===== src/rtl/sram_req_adapter.sv =====
// Valid/ready request front-end for a single-port 1rw SRAM macro. Read data is
// tracked across the macro latency and queued in a credit-protected response FIFO.
module sram_req_adapter #(
  parameter int DATA_WIDTH = 32,
  parameter int ADDR_WIDTH = 9,
  parameter int NUM_WMASKS = 4,
  parameter int READ_LAT   = 1,
  parameter int RSP_DEPTH  = 2
) (
  input  logic                  clk,
  input  logic                  rst,
  input  logic                  req_valid,
  output logic                  req_ready,
  input  logic                  req_we,
  input  logic [NUM_WMASKS-1:0] req_wmask,
  input  logic [ADDR_WIDTH-1:0] req_addr,
  input  logic [DATA_WIDTH-1:0] req_wdata,
  output logic                  rsp_valid,
  input  logic                  rsp_ready,
  output logic [DATA_WIDTH-1:0] rsp_rdata,
  output logic                  csb,
  output logic                  web,
  output logic [NUM_WMASKS-1:0] wmask,
  output logic [ADDR_WIDTH-1:0] addr,
  output logic [DATA_WIDTH-1:0] din,
  input  logic [DATA_WIDTH-1:0] dout
);

  localparam int CW = $clog2(RSP_DEPTH + 1);
  localparam int PW = (RSP_DEPTH > 1) ? $clog2(RSP_DEPTH) : 1;
  localparam logic [CW-1:0] DEPTH_C  = CW'(RSP_DEPTH);
  localparam logic [PW-1:0] LAST_PTR = PW'(RSP_DEPTH - 1);

  logic [CW-1:0]         cnt;
  logic [CW-1:0]         occ;
  logic [READ_LAT-1:0]   pend;
  logic [PW-1:0]         wr_ptr;
  logic [PW-1:0]         rd_ptr;
  logic [DATA_WIDTH-1:0] fifo_q [RSP_DEPTH];
  logic                  fire;
  logic                  rd_fire;
  logic                  push;
  logic                  pop;

  assign rsp_valid = (occ != '0);
  assign pop       = rsp_valid & rsp_ready;
  assign push      = pend[READ_LAT-1];
  assign rsp_rdata = fifo_q[rd_ptr];

  // A read may take the last credit back in the same cycle the consumer frees one.
  assign req_ready = ~rst & (req_we | (cnt < DEPTH_C) | ((cnt == DEPTH_C) & pop));
  assign fire      = req_valid & req_ready;
  assign rd_fire   = fire & ~req_we;

  assign csb   = ~fire;
  assign web   = ~(fire & req_we);
  assign addr  = req_addr;
  assign din   = req_wdata;
  assign wmask = req_we ? req_wmask : '0;

  always_ff @(posedge clk) begin
    if (rst) begin
      cnt    <= '0;
      occ    <= '0;
      pend   <= '0;
      wr_ptr <= '0;
      rd_ptr <= '0;
    end else begin
      pend <= (pend << 1) | READ_LAT'(rd_fire);

      case ({rd_fire, pop})
        2'b10:   cnt <= cnt + 1'b1;
        2'b01:   cnt <= cnt - 1'b1;
        default: cnt <= cnt;
      endcase

      case ({push, pop})
        2'b10:   occ <= occ + 1'b1;
        2'b01:   occ <= occ - 1'b1;
        default: occ <= occ;
      endcase

      if (push) wr_ptr <= (wr_ptr == LAST_PTR) ? '0 : wr_ptr + 1'b1;
      if (pop)  rd_ptr <= (rd_ptr == LAST_PTR) ? '0 : rd_ptr + 1'b1;
    end
  end

  // Storage needs no reset; occupancy alone decides what is valid.
  always_ff @(posedge clk) begin
    if (push & ~rst) fifo_q[wr_ptr] <= dout;
  end

endmodule


===== config.mk =====
export PLATFORM = sky130hd
export DESIGN_NAME = sram_req_adapter
export DESIGN_NICKNAME = d
export VERILOG_FILES = /design/src/rtl/sram_req_adapter.sv
export SDC_FILE = /design/constraint.sdc
export NUM_CORES = 1
export LEC_CHECK = 0
export CORE_MARGIN = 3
export CORE_UTILIZATION = 49
export CTS_CLUSTER_SIZE = 40
export DETAILED_ROUTE_END_ITERATION = 10
export DONT_BUFFER_PORTS = 1
export GPL_ROUTABILITY_DRIVEN = 0
export GPL_TIMING_DRIVEN = 0
export PLACE_DENSITY = 0.65
export SLEW_MARGIN = 10
export SYNTH_ARGS = -nofsm -noshare
export SYNTH_HDL_FRONTEND = slang
export SYNTH_SLANG_ARGS = --single-unit

===== constraint.sdc =====
create_clock -name clk -period 3.7 [get_ports clk]
set_input_delay 0.37 -clock clk [delete_from_list [all_inputs] [get_ports clk]]
set_output_delay 0.37 -clock clk [all_outputs]
set_load 0.005 [all_outputs]

==> flow_summary.json, run 1 <==
{
  "die_w_um": 84.4,
  "dp_hpwl_um": 4770,
  "end_kind": "register",
  "antenna_cells": 0,
  "crit_arrival_ns": 2.24,
  "cp.buffers_inverters": 0,
  "route.detailed.drc": 0,
  "min_from": "req_we",
  "cts_made_buffers": 9,
  "final_common_cell": "edfxtp_1",
  "drv_slew": 0,
  "required_ns": 3.96,
  "grt_pass1_vias": 1562,
  "hold_path.class": "in2reg",
  "period_minus_slack_ns": 1.98,
  "powerDensity_nw_per_um2": 507,
  "routedWlPerCell_um": 21.4,
  "rows": 27,
  "synthCells": 187,
  "worst-path-max-fanout": 4,
  "core_area_um2": 5740,
  "synth_warnings": 0,
  "insertion_delay_ns": 0.34,
  "grt_max_degree": 13,
  "r2r_slack_ns": 1.72,
  "die-height_um": 84.4,
  "first_iter_violations": 64,
  "place.port_buffers": 0,
  "dr.pass1.iters": 5,
  "hold_end": "pend$_SDFF_PP0_",
  "switchingPower_w": 0.000369,
  "viasPerCell": 5.19,
  "finClkSkew_ns": 0.00667,
  "netlist_area_um2": 3020,
  "htree_levels": 3,
  "fin_crit_sh_pct": 53.6,
  "ios": 163,
  "hold_buffers": 0,
  "post_cts_buffers": 0,
  "rr_worst_depth": 6,
  "max_freq_mhz": 504,
  "relSlewSlack_pct": 36.1,
  "postRouteAntennaNets": 0,
  "grt_pass1_wl_um": 8820,
  "clock_path_buffers": 2,
  "clock-sinks": 72,
  "fin_nets": 286,
  "whs_ns": 0.0970,
  "p_seq_share_pct": 54.7,
  "die_area_um2": 7130,
  "tightest_slew_ns": 0.954,
  "combPwrFrac_pct": 12.3,
  "synth.yosys.seq_area_share_pct": 69.0,
  "post_cts_resized": 0,
  "start_util_pct": 52.5,
  "yosysUniqueCellTypes": 26,
  "cp_cell_sequence": "o21ai_2 > or2_1 > a211o_1 > ha_1 > or3_1 > a21oi_1",
  "grtUsageMet3_pct": 8.15,
  "status": "finished, final reports clean",
  "layout-drive-gt1-share_pct": 45.9,
  "rsz0062_at_grt": "false",
  "finalSetupTns_ns": 0,
  "critPathLaunchType": "register",
  "wl_um": 5980,
  "met2_usage_pct": 31.6,
  "internal_power_w": 0.00132,
  "worst_path_max_delay_cell": "dfxtp_1",
  "syn_nets": 271,
  "cts_root_buf": "clkbuf_8",
  "path_class": "reg2reg",
  "avgSynthCellArea_um2": 16.1,
  "met1_usage_pct": 15.0,
  "track_usage_pct": 17.0,
  "ir_worst_vdd_mv": 0.256,
  "area_growth_pct": 10.5,
  "cts_tree": "yes",
  "cpPeakStageDelay_ns": 0.40,
  "grt_overflow": 0,
  "hold_viol": 0,
  "finalSetupViolCount": 0,
  "busiest_layer": "met2",
  "swShare_pct": 21.8,
  "final_cell_mix": "edfxtp_1, buf_4, mux2_2",
  "timing.rr.end": "cnt[1]$_SDFFE_PP0P_",
  "r2r-start": "occ[0]$_SDFFE_PP0P_",
  "ys_ff_latch": 72,
  "p_leak_nw": 1.18,
  "grt_antenna_before_repair": 0,
  "vias": 1449,
  "clk_pin_slew_ns": 0.07,
  "pwr-share-clk_pct": 33.0,
  "hold_depth": 1,
  "crit_family": "simple AND/OR/NAND/NOR gates",
  "max-cap-violations": 0
}
[sequential cells by signal, summed over array words and instances (netlist names), named ones only]
name,flops
rd_ptr,1
wr_ptr,1
occ,2
pend,1
fifo_q,64
cnt,2
[layer usage]
metal	vias up	part of all wire [%]
met3	15	11
met5	-	0
li1	665	-
met2	101	56
met4	0	2.3
met1	668	30
[through the flow]
stage          std cells  cell area [um2]  util, %  power (W)  setup WS, ns
2_1_floorplan        187             3020        -    0.00111         0.244
3_3_place_gp         259             3110     54.1    0.00115        -0.796
3_5_place_dp         263             3150     54.9    0.00115          1.55
4_1_cts              279             3330     58.0    0.00171          1.70
5_1_grt              279             3330     58.0    0.00177          1.60
6_report             279             3330     58.0    0.00169          1.72
[power by group through the flow]
stage	clock [W]	sequential [W]	combinational, W
global placement	0	0.000940	0.000206
global route	0.000617	0.000925	0.000225
CTS	0.000576	0.000923	0.000213
detailed placement	0	0.000941	0.000212
floorplan	0	0.000938	0.000175
finish	0.000558	0.000923	0.000207
[synth_stat cells, drive strengths merged]
cell | number | share of area, %
clkbuf | 2 | 0.25
dfxtp | 8 | 5.3
mux2 | 32 | 12
o21ai | 3 | 0.62
nor2 | 5 | 0.62
a211o | 1 | 0.29
ha | 2 | 0.83
a211oi | 1 | 0.25
nand2b | 1 | 0.21
nor3 | 1 | 0.17
or2 | 3 | 0.62
inv | 3 | 0.37
buf | 44 | 11
a31o | 1 | 0.29
or3 | 2 | 0.41
a21oi | 2 | 0.33
and2 | 4 | 0.83
xor2 | 3 | 0.87
xnor2 | 3 | 0.87
edfxtp | 64 | 64
nor3b | 1 | 0.25
a31oi | 1 | 0.21
[cell type report]
class,instances,area (um2)
Buffer,46,330
Clock inverter,6,50.0
Timing Repair Buffer,4,37.5
Sequential cell,72,2080
Tap cell,72,90.1
Fill cell,451,2410
Inverter,3,11.3
Clock buffer,10,128
Multi-Input combinational cell,66,602
[worst max-delay path by stage]
stage,start,endpoint,depth (start not counted)
finish,occ[0]$_SDFFE_PP0P_,cnt[1]$_SDFFE_PP0P_,6
floorplan,rst,fifo_q[1][0]$_DFFE_PP_,2
CTS,occ[0]$_SDFFE_PP0P_,cnt[1]$_SDFFE_PP0P_,6
global placement,rst,fifo_q[1][30]$_DFFE_PP_,2
global route,occ[0]$_SDFFE_PP0P_,cnt[1]$_SDFFE_PP0P_,6
detailed placement,rst,fifo_q[1][27]$_DFFE_PP_,3
[worst register-to-register path: stages, from the launching register on]
cell	delay (ns)
dfxtp_1	0.40
o21ai_2	0.10
or2_1	0.26
a211o_1	0.31
ha_1	0.33
or3_1	0.36
a21oi_1	0.15
[cells by family after synthesis]
family | share of synthesized area [%]
buffers and inverters | 11.3
AO/OA/AOI/OAI | 1.99
AND/OR/NAND/NOR | 3.11
multiplexers | 12.0
flip-flops | 69.0
XOR/XNOR | 1.74
adder cells (fa/ha/maj) | 0.830
Power figures use the tool's default switching activity.
==> run 2, diff against run 1 <==
PLACE_DENSITY = 0.63   (was 0.65)
clock period = 2 ns   (was 3.7 ns; I/O delays follow)
==> run 2 against run 1 <==
Flip-flop and latch count is the same; fmax grew 3.2%; critical path depth is the same; count of clock-buffer cells in the layout grew 2; first-iteration DRC count is the same.
==> flow_summary.json, run 2 (synthesized netlist as in run 1, its figures left out) <==
{
  "post_cts_buffers": 0,
  "r2r-start": "occ[0]$_SDFFE_PP0P_",
  "relSlewSlack_pct": 47.7,
  "timing.rr.end": "cnt[1]$_SDFFE_PP0P_",
  "hold_viol": 0,
  "core_area_um2": 5740,
  "hold_path.class": "in2reg",
  "max-cap-violations": 0,
  "tightest_slew_ns": 0.781,
  "layout-drive-gt1-share_pct": 41.4,
  "reg_top3": "fifo_q (64), cnt (2), occ (2)",
  "wl_um": 5890,
  "track_usage_pct": 16.5,
  "die_area_um2": 7130,
  "area_growth_pct": 23.7,
  "finClkSkew_ns": 0.00446,
  "max_freq_mhz": 520,
  "worst-path-max-fanout": 4,
  "period_minus_slack_ns": 1.92,
  "path_class": "reg2reg",
  "regMostFlops": "fifo_q",
  "clk_pin_slew_ns": 0.07,
  "rows": 27,
  "clock-sinks": 72,
  "htree_levels": 3,
  "finalSetupViolCount": 0,
  "critPathLaunchType": "register",
  "insertion_delay_ns": 0.33,
  "rr_worst_depth": 6,
  "status": "finished, final reports clean",
  "grt_max_degree": 20,
  "cp_cell_sequence": "o21ai_2 > or2_4 > a211o_1 > ha_1 > or3_1 > a21oi_1",
  "drv_slew": 0,
  "largest_reg_flops": 64,
  "routedWlPerCell_um": 18.9,
  "hold_depth": 2,
  "r2r_slack_ns": 0.08,
  "crit_arrival_ns": 2.17,
  "die_w_um": 84.4,
  "grt_pass1_vias": 1772,
  "first_iter_violations": 64,
  "dp_hpwl_um": 4490,
  "fin_crit_sh_pct": 96.1,
  "crit_family": "simple AND/OR/NAND/NOR gates",
  "place.port_buffers": 0,
  "route.detailed.drc": 0,
  "ios": 163,
  "cp.buffers_inverters": 0,
  "final_cell_mix": "edfxtp_1, buf_4, dlygate4sd3_1",
  "start_util_pct": 52.5,
  "cpPeakStageDelay_ns": 0.37,
  "startpoint": "occ[0]$_SDFFE_PP0P_",
  "viasPerCell": 5.12,
  "fin_cells": 311,
  "whs_ns": 0.0899,
  "cts_root_buf": "clkbuf_8",
  "cts_tree": "yes",
  "grt_antenna_before_repair": 0,
  "placed_cells": 262,
  "dr.pass1.iters": 4,
  "fin_nets": 318,
  "p_leak_nw": 1.35,
  "end_kind": "register",
  "powerDensity_nw_per_um2": 895,
  "postRouteAntennaNets": 0,
  "hold_end": "pend$_SDFF_PP0_",
  "rsz0062_at_grt": "false",
  "clock_path_buffers": 2,
  "cts_made_buffers": 9,
  "grt_pass1_wl_um": 8940,
  "grt_overflow": 0,
  "min_from": "req_valid",
  "ir_worst_vdd_mv": 0.472,
  "antenna_cells": 0,
  "final_common_cell": "edfxtp_1",
  "vias": 1593,
  "worst_path_max_delay_cell": "dfxtp_4",
  "die-height_um": 84.4,
  "required_ns": 2.25
}
-- run 2: cell count changes in the layout (fill, tap and decap cells not counted), sizes merged --
cell | previous run | this run
buf | 48 | 47
bufinv | 1 | 2
clkbuf | 12 | 14
clkinv | 5 | 2
dlygate4sd3 | 0 | 33
-- run 2: how the worst max path moves through the flow --
stage                                          to  slack, ns  cells after the start
after floorplan               cnt[1]$_SDFFE_PP0P_       0.16                      6
after global placement    fifo_q[1][21]$_DFFE_PP_      -0.14                      2
after detailed placement      cnt[1]$_SDFFE_PP0P_      -0.02                      6
after CTS                     cnt[1]$_SDFFE_PP0P_       0.02                      6
after global routing          cnt[1]$_SDFFE_PP0P_      0.005                      6
final                         cnt[1]$_SDFFE_PP0P_       0.08                      6
-- run 2: layout make-up --
cell class | count | area [um2]
sequential | 72 | 2090
fill | 414 | 2010
multi-input combinational | 66 | 617
timing repair buffer | 36 | 388
buffer | 46 | 330
clock buffer | 12 | 135
tap | 72 | 90.1
clock inverter | 4 | 70.1
inverter | 3 | 11.3
-- run 2: repair_timing --
item / 4_1_cts / 5_1_grt
endpoints found under the setup margin: 1 / 1
gates resized for setup: 1 / 3
endpoints found under the hold margin: 65 / 0
hold buffers: 33 / 0
pin swaps: 0 / 0
-- run 2: where the power goes --
group	leakage (nW)	switching [W]	internal [W]	total (W)
Sequential	0.645	0.0000282	0.00168	0.00171
Clock	0.104	0.000469	0.000700	0.00117
Combinational	0.598	0.000205	0.000252	0.000457
-- run 2: layer usage --
layer  wire length (um)  part of all wire [%]  vias to the layer above  global-route usage, %
met5                  0                     0                        -                      0
met2               3490                    59                       97                   33.4
met1               1900                    32                      762                   15.2
met3                459                   7.8                        6                   5.59
li1                   -                     -                      728                      -
met4                 37                  0.63                        0                   4.75
-- run 2: stage by stage --
step / setup TNS (ns) / utilization, % / power (W) / area (um2) / setup WS, ns
floorplan: 0 / - / 0.00206 / 3040 / 0.158
global placement: -5.10 / 54.5 / 0.00212 / 3130 / -0.142
detailed placement: -0.0233 / 55.5 / 0.00214 / 3190 / -0.0233
CTS: 0 / 64.8 / 0.00338 / 3720 / 0.0167
global route: 0 / 64.9 / 0.00348 / 3730 / 0.00469
finish: 0 / 64.9 / 0.00334 / 3730 / 0.0782
